`src/rtl/fifo_nibble_packer_pkg.sv`:
```
// Shared defaults and state encodings for the FIFO word packer.
// Both states and the output width are defined here so every file uses the same values.
package fifo_nibble_packer_pkg;

  localparam int MEMORY_WIDTH_DEF = 4;
  localparam int PACK_FACTOR_DEF  = 4;
  localparam int COUNT_SIZE_DEF   = 3;
  localparam int OUT_WIDTH_DEF    = MEMORY_WIDTH_DEF * PACK_FACTOR_DEF;

  localparam logic [0:0] COLLECT = 1'b0;
  localparam logic [0:0] HOLD    = 1'b1;

  function automatic int out_width(input int memory_width, input int pack_factor);
    return memory_width * pack_factor;
  endfunction

endpackage

```
`src/rtl/fifo_nibble_packer.sv`:
```
// Drains fifo_sync words and packs PACK_FACTOR of them (LSB slot first) into one wide beat.
// A flush emits a partially filled beat; the output stream is valid/ready with full backpressure.
module fifo_nibble_packer
  import fifo_nibble_packer_pkg::*;
#(
  parameter int MEMORY_WIDTH = MEMORY_WIDTH_DEF,
  parameter int PACK_FACTOR  = PACK_FACTOR_DEF,
  parameter int COUNT_SIZE   = COUNT_SIZE_DEF
) (
  input  logic                                  clk,
  input  logic                                  rst,
  input  logic                                  EMPTY,
  input  logic [MEMORY_WIDTH-1:0]               RD,
  output logic                                  r_en,
  input  logic                                  flush,
  output logic [MEMORY_WIDTH*PACK_FACTOR-1:0]   out_data,
  output logic [COUNT_SIZE-1:0]                 out_count,
  output logic                                  out_valid,
  input  logic                                  out_ready
);

  localparam int OUT_WIDTH = out_width(MEMORY_WIDTH, PACK_FACTOR);

  logic [0:0]            state_reg;
  logic [COUNT_SIZE-1:0] cnt_reg;
  logic                  rd_pend_reg;
  logic                  flush_pend_reg;
  logic [OUT_WIDTH-1:0]  acc_reg;

  logic [OUT_WIDTH-1:0]  acc_next;
  logic [COUNT_SIZE-1:0] cnt_next;
  logic [COUNT_SIZE:0]   fill_level;
  logic                  word_full;

  // Words already held plus the one in flight must leave room, so reads never overrun a beat.
  assign fill_level = {1'b0, cnt_reg} + {{COUNT_SIZE{1'b0}}, rd_pend_reg};
  assign r_en = !rst && (state_reg == COLLECT) && !EMPTY && !flush_pend_reg &&
                (fill_level < (COUNT_SIZE+1)'(PACK_FACTOR));

  genvar gi;
  generate
    for (gi = 0; gi < PACK_FACTOR; gi++) begin : g_slot
      assign acc_next[gi*MEMORY_WIDTH +: MEMORY_WIDTH] =
        (rd_pend_reg && (cnt_reg == COUNT_SIZE'(gi))) ? RD
                                                      : acc_reg[gi*MEMORY_WIDTH +: MEMORY_WIDTH];
    end
  endgenerate

  assign cnt_next  = cnt_reg + COUNT_SIZE'(rd_pend_reg);
  assign word_full = (cnt_next == COUNT_SIZE'(PACK_FACTOR));

  always_ff @(posedge clk or posedge rst) begin
    if (rst) begin
      state_reg      <= COLLECT;
      cnt_reg        <= '0;
      rd_pend_reg    <= 1'b0;
      flush_pend_reg <= 1'b0;
      acc_reg        <= '0;
      out_data       <= '0;
      out_count      <= '0;
      out_valid      <= 1'b0;
    end else begin
      rd_pend_reg <= r_en;
      if (state_reg == COLLECT) begin
        if (word_full) begin
          // A flush pending here is kept and later serviced with an empty accumulator.
          out_data       <= acc_next;
          out_count      <= COUNT_SIZE'(PACK_FACTOR);
          out_valid      <= 1'b1;
          cnt_reg        <= '0;
          acc_reg        <= '0;
          state_reg      <= HOLD;
          flush_pend_reg <= flush_pend_reg | flush;
        end else if (flush_pend_reg && !rd_pend_reg) begin
          flush_pend_reg <= 1'b0;
          if (cnt_reg != '0) begin
            out_data  <= acc_reg;
            out_count <= cnt_reg;
            out_valid <= 1'b1;
            cnt_reg   <= '0;
            acc_reg   <= '0;
            state_reg <= HOLD;
          end
        end else begin
          acc_reg        <= acc_next;
          cnt_reg        <= cnt_next;
          flush_pend_reg <= flush_pend_reg | flush;
        end
      end else begin
        flush_pend_reg <= flush_pend_reg | flush;
        if (out_ready) begin
          out_valid <= 1'b0;
          state_reg <= COLLECT;
        end
      end
    end
  end

endmodule
```
`config.mk`:
```
export PLATFORM = sky130hd
export DESIGN_NAME = fifo_nibble_packer
export DESIGN_NICKNAME = d
export VERILOG_FILES = /design/src/rtl/fifo_nibble_packer_pkg.sv /design/src/rtl/fifo_nibble_packer.sv
export SDC_FILE = /design/constraint.sdc
export NUM_CORES = 1
export LEC_CHECK = 0
export ABC_AREA = 1
export CAP_MARGIN = 10
export CORE_MARGIN = 4
export CORE_UTILIZATION = 54
export DETAILED_ROUTE_END_ITERATION = 10
export PLACE_DENSITY = 0.88
export SETUP_SLACK_MARGIN = 0.5
export SLEW_MARGIN = 20
export SYNTH_ARGS = -nofsm -noshare
export SYNTH_HDL_FRONTEND = slang
export SYNTH_SLANG_ARGS = --single-unit
```
`constraint.sdc`:
```
create_clock -name clk -period 4.4 [get_ports clk]
set_input_delay 1.1 -clock clk [delete_from_list [all_inputs] [get_ports clk]]
set_output_delay 1.1 -clock clk [all_outputs]
set_load 0.1 [all_outputs]
```
* Word level (Yosys, flattened, before mapping) *
Cells that the tools add are included.

word-level totals
  register bits after elaboration = 42
  bits in latches = 0
  bits in writable memories = 0
  bits in read-only memories = 0
  input port bits = 9
  output and inout port bits = 21
  logic and storage cells = 70
  memories = 0

operators by class
  add/sub/neg operators = 2
  $mul = 0
  div/mod/pow operators = 0
  order comparisons = 1
  eq/ne operators = 6
  shifts and indexed selects = 0
  mux-type cells = 29
  bitwise operators = 2
  reduce and logical (&&, ||, !) cells = 22

operators by type and width
  kind                                                                          count
  16-bit 2-to-1 mux                                                             6
  3-bit 2-to-1 mux                                                              6
  4-bit 2-to-1 mux                                                              4
  1-bit 2-to-1 mux                                                              13
  1-bit logical AND                                                             9
  3-bit nonzero test                                                            3
  3-bit by 2-bit equality test with 1-bit output, second input constant         2
  3-bit AND reduction                                                           2
  3-bit by 1-bit adder with 4-bit output                                        1
  1-bit logical NOT                                                             4
  4-bit by 3-bit less-than comparator with 1-bit output, second input constant  1
  2-bit nonzero test                                                            2
  3-bit by 1-bit adder with 3-bit output                                        1
  3-bit by 1-bit equality test with 1-bit output, second input constant         1
  3-bit equality test, second input constant                                    1
  3-bit logical NOT                                                             1
  3-bit by 2-bit inequality test with 1-bit output, second input constant       1
  2-bit inequality test, second input constant                                  1
  2-bit AND reduction                                                           1
  1-bit inverter                                                                1
  1-bit bitwise OR                                                              1

* Logic depth before layout (Yosys ltp) *
  word-level depth = 5
  depth in mapped cells = 11
  gate-level depth less buffers = 10

* Least setup slack after synthesis *
Ideal clock, no wire load.

  path kind = input to output
  start point = input rst
  end point = output r_en
  arrival = 2899 ps
  path slack = 401 ps
  stages on the path = 3
  buffers on the path = 0
  cell sequence = nor3_1 -> nand3_1 -> a31oi_1

between the ends
  cells in the longest elaborated chain, start to end = 5

ends and longest elaborated chain
  element                          RTL line                  RTL
  start: declaration               fifo_nibble_packer.sv:11  input logic rst,
  1-bit logical NOT (no line)      -
  1-bit logical AND (4 in series)  fifo_nibble_packer.sv:37  assign r_en = !rst && (state_reg == COLLECT) && !EMPTY && !flush_pend_reg &&
  end: declaration                 fifo_nibble_packer.sv:14  output logic r_en,

No other way between the ends.

* Worst setup path in the final report *
Same ends and word-level chain as after synthesis.

==> results by group <==
Status
  – Run status: finished clean

Worst setup path
  – Startpoint type of the worst setup path: input port
  – Crit-path cells: clkdlybuf4s50_1, nor3_1, nand3_1, a31oi_2, buf_4
  – Required arrival time at the worst endpoint: 3.30 ns
  – Buf/Inv on CP: 2
  – Maximum fanout count along the critical path: 2
  – CP max stage cell: clkdlybuf4s50_1
  – Element type at the critical path end: primary output
  – Slowest cell delay on critical path: 0.43 ns
  – Capture point of the worst reg-to-reg path: out_data[12]
  – Capturing instance or port of the critical path: r_en
  – Critical Setup Path Class: in -> out
  – Number of cell instances on the worst register-to-register path: 8
  – Worst flop-to-flop path startpoint: cnt_reg[0]
  – Register-to-Register Setup Slack: 1.91 ns
  – Crit path arrival time: 2.32 ns
  – Cell count along the critical path: 5
  – Cell type group with the largest total delay on the critical path: buffers and inverters
  – Launching instance or port of the critical path: rst

Synth
  – Count of yosys warnings during synthesis: 0
  – Cell types with the largest area share after synthesis: dfrtp_1 46%, nand2_1 26%, nand3_1 8.8%, inv_1 4.8%, nor2_1 2.6%
  – Gate count of the mapped netlist: 326
  – Yosys cell types: 21
  – Average instance area after synthesis: 7.00 um^2
  – Top FF cell, synth: dfrtp_1
  – Share of Yosys cell area claimed by the top area cell type: 0.461
  – Count of flip-flops with a built-in enable after synthesis: 0
  – Yosys top cell by area: dfrtp_1
  – Async set-or-reset flop fraction in the synthesized netlist: 1.00
  – Number of nets produced by synthesis: 337
  – Post-Syn Area: 2280 um^2
  – Share of the yosys chip area belonging to registers: 0.461
  – Count of state elements after synthesis: 42

Place
  – Routability-driven placement congestion ratio: 0.917
  – Post-DP HPWL: 3760 um
  – Minimum setup slack after placement: 0.980 ns
  – Port Buffers: 29

Route
  – Total vias in the final route: 2034
  – Vias per cell: 5.05
  – Number of DRC markers after the initial detailed-route iteration: 180
  – Final wirelength: 4960 um
  – DRC violation count after routing: 0
  – Number of antenna-violating nets in the routed design: 0
  – Wirelength per Cell: 12.3 um
  – First-pass DRT Iterations: 4

STA
  – Summed negative setup slack over all endpoints: 0 ns
  – Finish-stage setup viols: 0
  – Final hold vios: 0
  – Unrepaired setup endpoints after global routing: no
  – Hold slack final: 0.477 ns
  – Least-Margin Pin Slew: 0.973 ns
  – Worst setup skew after layout: 0.00265 ns
  – Final period utilization: 0.778
  – Highest clock rate: 292 MHz
  – Number of pins with negative max-slew slack in the final report: 0
  – Minimum clock period: 3.42 ns
  – PnR worst setup slack: 0.978 ns
  – Max-slew headroom at the worst pin: 0.349

Clocking
  – Latest clock arrival within the worst-skew pair: 0.29 ns
  – Depth of the CTS H-tree: 2
  – TritonCTS clock tree: yes
  – Number of buffers created by CTS: 5
  – Post-CTS Hold Buffers: 0
  – CTS resizes: 0
  – # clock sinks: 42
  – Buffers inserted during post-CTS setup optimization: 0
  – Clock root buffer: clkbuf_8
  – CTS clk-pin slew, worst paths: 0.07 ns
  – Clk buf depth: 2

Die
  – Die outline area: 5330 um^2
  – I/O pin count: 30
  – Width of the chip: 73.0 um
  – Placeable core region: 4030 um^2
  – Initial core utilization: 0.566
  – Rows: 23
  – Die boundary height: 73.0 um

Pwr
  – Total power per unit cell area: 745 nW/um^2
  – Pint: 0.900 mW
  – Sequential cell fraction of total power: 0.282
  – Clock share of power: 0.146
  – Worst vdd rail ir drop: 0.244 mV
  – Net Sw Frac: 0.550
  – Standby leakage power: 1.48 nW
  – Switching power total: 1.10 mW
  – Gate power share: 0.572
  – Tot Pwr: 2.00 mW

Global routing
  – Initial antenna violation count: 0
  – Total overflow reported by the global router: 0
  – Total routing usage reported by global routing: 0.204
  – Global-route wire length before repair: 8500 um
  – Vias in the first global route: 1867
  – Largest net degree at the start of global routing: 43

Final layout
  – Ratio of cells with drive above 1 in the final layout: 0.0623
  – Area overhead of the layout relative to synthesis: 17.6%
  – # diodes: 0
  – End-of-flow core utilization: 0.666
  – Final nets: 363

Hold path
  – Path class of the lowest-slack min-delay path: reg -> reg

Job
  – Number of max-capacitance violations reported: 0
-- worst min-delay path by stage --
stage                      start            to  slack (ns)  cells past startpoint
floorplan             acc_reg[0]    acc_reg[0]        0.45                      2
global placement    out_count[0]  out_count[0]        0.45                      2
detailed placement  out_count[1]  out_count[1]        0.46                      2
CTS                 out_count[1]  out_count[1]        0.48                      2
global route          acc_reg[2]    acc_reg[2]        0.51                      2
finish              out_count[1]  out_count[1]        0.48                      2
-- layer usage --
metal | vias to the layer above | track usage | wire, um
met5 | - | 0 | 0
met4 | 0 | 0.0738 | 78
met3 | 7 | 0.0386 | 282
met2 | 74 | 0.307 | 2240
met1 | 893 | 0.295 | 2350
li1 | 1060 | - | -
-- power groups by stage --
stage,combinational [mW],sequential (mW),clock (mW)
5_1_grt,1.22,0.578,0.311
4_1_cts,1.15,0.563,0.299
6_report,1.14,0.563,0.293
3_5_place_dp,1.14,0.569,0
3_3_place_gp,1.12,0.563,0
2_1_floorplan,0.403,1.08,0
-- synth_stat cells (2+ instances only) --
master      n
nor2_2      2
inv_1      29
nand4_1     3
a31oi_1     2
ha_1        2
o21ai_0     5
buf_6       2
buf_2       6
inv_2       3
nand3_1    40
nand2_1   158
nand2_2     4
dfrtp_1    42
buf_4       2
a21oi_1     4
clkinv_1    2
nor2_1     16
-- worst register-to-register path, stage by stage (launching register included) --
cell and delay [ns]:
dfrtp_1 0.42, ha_1 0.25, ha_1 0.30, nor2_1 0.20
nand3_4 0.28, a21oi_4 0.47, inv_2 0.25, nand2_1 0.14
nand2_1 0.08
-- layout make-up --
type	count	area [um^2]
multi-input cells	239	1040
clock inverters	3	40.0
well taps	50	62.6
clock buffers	5	68.8
fillers	340	1350
flip-flops and latches	42	1050
repair buffers	30	295
inverters	34	128
-- cells by family after synthesis --
| kind of cell | Yosys count | share of synthesized area |
|---|---|---|
| AOI/OAI and AO/OA | 12 | 0.0324 |
| adders and majority gates | 2 | 0.0110 |
| buffers and inverters | 45 | 0.0872 |
| DFF | 42 | 0.461 |
| and+or+nand+nor | 225 | 0.409 |
-- metrics by stage --
step | instances | cell area [um^2]
final | 403 | 2680
after global placement | 395 | 2570
after detailed placement | 395 | 2570
after global routing | 403 | 2680
after CTS | 403 | 2680
after floorplan | 326 | 2290
-- layout by cell type (no fill, tap or decap) --
cell | Yosys | layout
dfrtp_1 | 42 | 42
a31oi_1 | 2 | 1
a31oi_2 | 0 | 1
clkdlybuf4s50_1 | 0 | 28
clkbuf_8 | 0 | 5
nand2_1 | 158 | 158
clkinv_2 | 0 | 2
nand3_1 | 40 | 40
inv_2 | 3 | 3
ha_1 | 2 | 2
buf_4 | 2 | 2
nor2_1 | 16 | 16
nand4_1 | 3 | 3
bufinv_16 | 0 | 1
nor3_1 | 1 | 1
nand3_4 | 1 | 1
o21ai_0 | 5 | 5
nor2_2 | 2 | 2
a21oi_4 | 1 | 1
a21oi_1 | 4 | 4
nand2_2 | 4 | 4
inv_1 | 29 | 29
clkinv_1 | 2 | 2
Note: power is estimated with default switching activity, not from simulation.
